==> src/rtl/bus_fifo_pkg.sv <==
// Shared constants and types for the bus FIFO endpoint: pointer/count sizing
// helpers and the sticky overflow/underflow flag pair.
package bus_fifo_pkg;

    localparam int default_depth = 16;

    function automatic int ptr_bits(input int d);
        return (d > 1) ? $clog2(d) : 1;
    endfunction

    function automatic int cnt_bits(input int d);
        return $clog2(d + 1);
    endfunction

    localparam int ptr_w = ptr_bits(default_depth);
    localparam int cnt_w = cnt_bits(default_depth);

    typedef struct packed {
        logic ovf;
        logic udf;
    } fifo_err_t;

endpackage

==> src/rtl/fifo_core.sv <==
// First-word-fall-through circular FIFO with a separate occupancy count and
// sticky overflow/underflow flags. Used for both directions of the endpoint.
module fifo_core
    import bus_fifo_pkg::*;
#(
    parameter int width = 16,
    parameter int depth = 16,
    localparam int aw = ptr_bits(depth),
    localparam int cw = cnt_bits(depth)
) (
    input  logic             clk,
    input  logic             rst_n,
    input  logic             wr,
    input  logic [width-1:0] wr_data,
    input  logic             rd,
    output logic [width-1:0] rd_data,
    input  logic             err_clr,
    output logic [cw-1:0]    count,
    output logic             not_empty,
    output logic             full,
    output fifo_err_t        err
);

    logic [width-1:0] mem [depth];
    logic [aw-1:0]    wptr;
    logic [aw-1:0]    rptr;
    logic             wr_ok;
    logic             rd_ok;
    fifo_err_t        err_ev;

    assign not_empty = (count != '0);
    assign full      = (count == cw'(depth));

    // A read frees a slot in the same edge, so a full FIFO still takes a
    // simultaneous write; an empty FIFO never reads the word being written.
    assign rd_ok = rd && not_empty;
    assign wr_ok = wr && (!full || rd_ok);

    assign err_ev.ovf = wr && !wr_ok;
    assign err_ev.udf = rd && !not_empty;

    assign rd_data = not_empty ? mem[rptr] : '0;

    always_ff @(posedge clk) begin
        if (wr_ok) begin
            mem[wptr] <= wr_data;
        end
    end

    always_ff @(posedge clk or negedge rst_n) begin
        if (!rst_n) begin
            wptr  <= '0;
            rptr  <= '0;
            count <= '0;
            err   <= '0;
        end else begin
            if (wr_ok) begin
                wptr <= wptr + aw'(1);
            end
            if (rd_ok) begin
                rptr <= rptr + aw'(1);
            end
            case ({wr_ok, rd_ok})
                2'b10:   count <= count + cw'(1);
                2'b01:   count <= count - cw'(1);
                default: count <= count;
            endcase
            // A new error in the clearing cycle wins over the clear.
            err.ovf <= (err.ovf && !err_clr) || err_ev.ovf;
            err.udf <= (err.udf && !err_clr) || err_ev.udf;
        end
    end

endmodule

==> src/rtl/bus_fifo_endpoint.sv <==
// Per-port bus endpoint: a TX FIFO drained by the bus pop handshake and an
// RX FIFO filled by the bus push handshake, both facing a local device.
module bus_fifo_endpoint
    import bus_fifo_pkg::fifo_err_t;
#(
    parameter int pckg_sz = 16,
    parameter int depth   = 16,
    parameter int cnt_w   = $clog2(depth + 1)
) (
    input  logic               clk,
    input  logic               reset,
    input  logic               pop,
    output logic               pndng,
    output logic [pckg_sz-1:0] D_pop,
    input  logic               push,
    input  logic [pckg_sz-1:0] D_push,
    input  logic               dev_wr,
    input  logic [pckg_sz-1:0] dev_wr_data,
    output logic               tx_full,
    input  logic               dev_rd,
    output logic [pckg_sz-1:0] dev_rd_data,
    output logic               rx_valid,
    output logic               rx_full,
    output logic [cnt_w-1:0]   tx_count,
    output logic [cnt_w-1:0]   rx_count,
    input  logic               err_clr,
    output logic               tx_ovf,
    output logic               tx_udf,
    output logic               rx_ovf,
    output logic               rx_udf
);

    localparam int core_cw = $clog2(depth + 1);

    logic [core_cw-1:0] tx_cnt;
    logic [core_cw-1:0] rx_cnt;
    fifo_err_t          tx_err;
    fifo_err_t          rx_err;

    fifo_core #(.width(pckg_sz), .depth(depth)) u_tx (
        .clk       (clk),
        .rst_n     (reset),
        .wr        (dev_wr),
        .wr_data   (dev_wr_data),
        .rd        (pop),
        .rd_data   (D_pop),
        .err_clr   (err_clr),
        .count     (tx_cnt),
        .not_empty (pndng),
        .full      (tx_full),
        .err       (tx_err)
    );

    fifo_core #(.width(pckg_sz), .depth(depth)) u_rx (
        .clk       (clk),
        .rst_n     (reset),
        .wr        (push),
        .wr_data   (D_push),
        .rd        (dev_rd),
        .rd_data   (dev_rd_data),
        .err_clr   (err_clr),
        .count     (rx_cnt),
        .not_empty (rx_valid),
        .full      (rx_full),
        .err       (rx_err)
    );

    assign tx_count = cnt_w'(tx_cnt);
    assign rx_count = cnt_w'(rx_cnt);
    assign tx_ovf   = tx_err.ovf;
    assign tx_udf   = tx_err.udf;
    assign rx_ovf   = rx_err.ovf;
    assign rx_udf   = rx_err.udf;

endmodule

==> config.mk <==
export PLATFORM = sky130hd
export DESIGN_NAME = bus_fifo_endpoint
export DESIGN_NICKNAME = d
export VERILOG_FILES = /design/src/rtl/bus_fifo_pkg.sv /design/src/rtl/fifo_core.sv /design/src/rtl/bus_fifo_endpoint.sv
export SDC_FILE = /design/constraint.sdc
export NUM_CORES = 1
export LEC_CHECK = 0
export ABC_AREA = 1
export ABC_CLOCK_PERIOD_IN_PS = 3810
export CAP_MARGIN = 20
export CORE_MARGIN = 2
export CORE_UTILIZATION = 55
export CTS_BUF_LIST = sky130_fd_sc_hd__clkbuf_4
export DETAILED_ROUTE_END_ITERATION = 10
export GPL_TIMING_DRIVEN = 0
export PLACE_DENSITY = 0.73
export RECOVER_POWER = 25
export SLEW_MARGIN = 15
export SYNTH_ARGS = -nofsm -noshare
export SYNTH_HDL_FRONTEND = slang
export SYNTH_SLANG_ARGS = --single-unit
==> constraint.sdc <==
create_clock -name clk -period 3.81 [get_ports clk]
set_input_delay 0.381 -clock clk [delete_from_list [all_inputs] [get_ports clk]]
set_output_delay 0.381 -clock clk [all_outputs]
set_load 0.1 [all_outputs]
==> metrics <==
outcome complete, no violations; post-layout worst setup margin about 0.1 ns; Max Transition Viols Final 0; number of standard cells in the layout, taps in and fillers out 2796; starting density of the core 55.85%; total routing usage reported by global routing between 20% and 30%; number of I/O pins roughly 90; weighted congestion reported at the end of routability-driven placement 0.8956; Clk Tree Root Cell clkbuf_4; Fin Hold WS 0.2441 ns; origin of the worst min-delay path dev_wr; Post-DRT Antenna Nets 0; Worst Tran Pin Value just under 1 ns; maximum buffer depth of the clock tree 3; top fanout value on the critical path 10; TritonCTS Buffers 136; antenna violations before repair 1; commonest cells in the netlist nand2_1, edfxtp_1, nand3_1; post-layout util 65.43%; via count between 15000 and 20000; Vias per Instance roughly 5.7; startpoint type of the worst setup path register; worst flop-to-flop path endpoint u_rx.mem[6][2]; worst min path class in -> reg; input/output buffers between 80 and 90; Relative slew margins 34.75%; leftover overflow at the end of global routing 0; final hold vios 0; Power Dens Cells around 900 nW/um2; Skew-Pair Late Insertion Delay about 0.84 ns; Sink Count 542; post-DR wirelength/cell between 20 and 25 um; growth of design area from synthesis to finish 17.16%; Period Utilization, post-route a little over nine tenths; pin count of the biggest net entering global routing 27; top cell type by total area after synthesis edfxtp_1; drt pass-1 iters 5; most instantiated library cell after synthesis nand2_1; Leakage 9.996 nW; share of the yosys chip area belonging to registers just over 70%; sink of the worst hold path u_tx.err[1]; Total Neg Setup Slack 0 ns; peak ir drop on the vdd network ~0.0012 V; fraction of layout instances using a drive strength above 1 about 17%; setup repair after global routing missed its margin no; average size of a mapped cell approximately 12 um2; hpwl dp 39410 um; first-pass GRT wire length around 89000 um; crit path DAT 3.33 ns; Syn Inst Count about 1900; yosys warns 0; Post-Syn Area around 22000 um2; placeable core region between 30000 and 40000 um2; top flip-flop cell by instance count after synthesis edfxtp_1; internal reg-to-reg setup slack around 1.4 ns; Yosys reg bits around 540; nets in the synthesized netlist approximately 2000; cell count of the worst reg-to-reg path 9; final WL between 50000 and 60000 um; remaining design rule violation count 0; count of routing violations after the opening detailed-route iteration around 2000; endpoint required time on the critical path 3.43 ns; # Max-Cap Violations 0; DIE AREA 42160 um2; Post-Place Cells between 2000 and 3000; skew final 0.05225 ns; classification of the worst setup path reg -> out; worst flop-to-flop path startpoint u_rx.count[0]; Final setup violation count 0; CTS clk-pin slew, worst paths ~0.060 ns; post-synth cell types 23; fraction of synthesis flops using an asynchronous set or reset pin between 5 and 6%; layout net count roughly 2200; top cells by area, synth edfxtp_1, nand2_1, nand3_1; worst slack at placement roughly 0.37 ns; critical path capture point type output pin; via count of the first global-routing pass 15480; Max Clock Freq ~0.27 GHz; buffers inserted during post-CTS setup optimization 0; clock tree from TritonCTS done; post-synth top area share 68.97%; Hold Path Stages 3; number of placement rows 73; minimum period implied by the final worst setup slack ~3.7 ns; total number of H-tree levels 4; number of synthesized flops with an enable pin 512; Die Wd about 200 um; DIE HEIGHT around 210 um
[cells in the final DEF (no fill, tap or decap), types with 5 or more instances in the layout]
| master | instances |
|---|---|
| a21oi_1 | 39 |
| buf_1 | 12 |
| buf_2 | 52 |
| buf_4 | 29 |
| buf_6 | 5 |
| buf_8 | 26 |
| bufinv_16 | 5 |
| clkbuf_1 | 14 |
| clkbuf_2 | 17 |
| clkbuf_4 | 198 |
| clkdlybuf4s15_2 | 12 |
| clkdlybuf4s50_1 | 34 |
| clkinv_1 | 34 |
| dfrtp_1 | 30 |
| dlygate4sd3_1 | 24 |
| edfxtp_1 | 512 |
| ha_1 | 16 |
| inv_1 | 32 |
| inv_2 | 10 |
| nand2_1 | 680 |
| nand3_1 | 398 |
| nand4_1 | 6 |
| nor2_1 | 9 |
| nor2_2 | 32 |
| o21ai_0 | 6 |
| xor2_1 | 15 |
[how the worst max path moves through the flow]
stage,start,endpoint,depth (start not counted)
4_1_cts,u_rx.rptr[0],dev_rd_data[7],10
5_1_grt,u_rx.rptr[2],dev_rd_data[3],7
3_5_place_dp,u_tx.rptr[2],D_pop[6],8
6_report,u_tx.rptr[2],D_pop[13],7
2_1_floorplan,u_rx.count[0],dev_rd_data[10],5
3_3_place_gp,u_tx.rptr[2],D_pop[6],8
[report_power, final]
group          internal [mW]  total [mW]  switching (mW)
clock                   2.72        5.02            2.30
sequential              7.19        7.44           0.250
combinational           2.52        11.0            8.46
[area by class of cell]
| cell class | count | area [um2] |
|---|---|---|
| Timing Repair Buffer | 123 | 1300 |
| Antenna cell | 1 | 2.502 |
| Clock buffer | 198 | 1486 |
| Sequential cell | 542 | 16130 |
| Clock inverter | 42 | 290.3 |
| Buffer | 106 | 570.5 |
| Multi-Input combinational cell | 1219 | 5534 |
| Tap cell | 525 | 656.9 |
| Fill cell | 2887 | 13800 |
| Inverter | 40 | 150.1 |
[logic make-up after synthesis]
| group | Yosys count | synth area share [%] |
|---|---|---|
| AOI/OAI and AO/OA | 51 | 1.167 |
| xor gates and xnor gates | 18 | 0.7073 |
| adders and majority gates | 18 | 1.078 |
| buffers and inverters | 146 | 3.227 |
| DFF | 542 | 72.34 |
| and+or+nand+nor | 1132 | 21.48 |
[metal layers]
layer / share of wire (%) / track usage (%) / wire length [um] / up-vias
met5: 0 / 0 / 0 / -
met4: 2.9 / 11.95 / 1719 / 0
met3: 11 / 6.098 / 6776 / 146
met2: 47 / 45.29 / 27820 / 1001
met1: 39 / 39.48 / 23280 / 7666
li1: - / - / - / 7257
[registers in the layout, summed over array words and instances (netlist names)]
| signal | count |
|---|---|
| u_rx.rptr | 4 |
| u_tx.rptr | 4 |
| u_tx.err | 2 |
| u_rx.mem | 256 |
| u_rx.err | 2 |
| u_tx.wptr | 4 |
| u_tx.mem | 256 |
| u_rx.count | 5 |
| u_rx.wptr | 4 |
| u_tx.count | 5 |
[critical path, stage by stage, from the launching register on]
cell and delay [ns]:
dfrtp_1 0.33, clkbuf_1 0.39, clkbuf_1 0.54, nand3_1 0.24
nand2_1 0.11, nand2_1 0.05, a21oi_1 0.25, clkdlybuf4s15_2 0.60
[stage by stage]
stage                     cell area [um2]  power (mW)
after floorplan                     22300       15.22
after global placement              23840       18.21
after detailed placement            24380       18.61
after CTS                           26180       23.40
after global routing                26120       24.49
final                               26120       23.45
[what timing repair did]
| item | in CTS | in global routing |
|---|---|---|
| endpoints found under the hold margin | 30 | 0 |
| resized for setup | 62 | 32 |
| hold buffers | 3 | 0 |
| setup endpoints to repair | 32 | 19 |
Note: power is estimated with default switching activity, not from simulation.
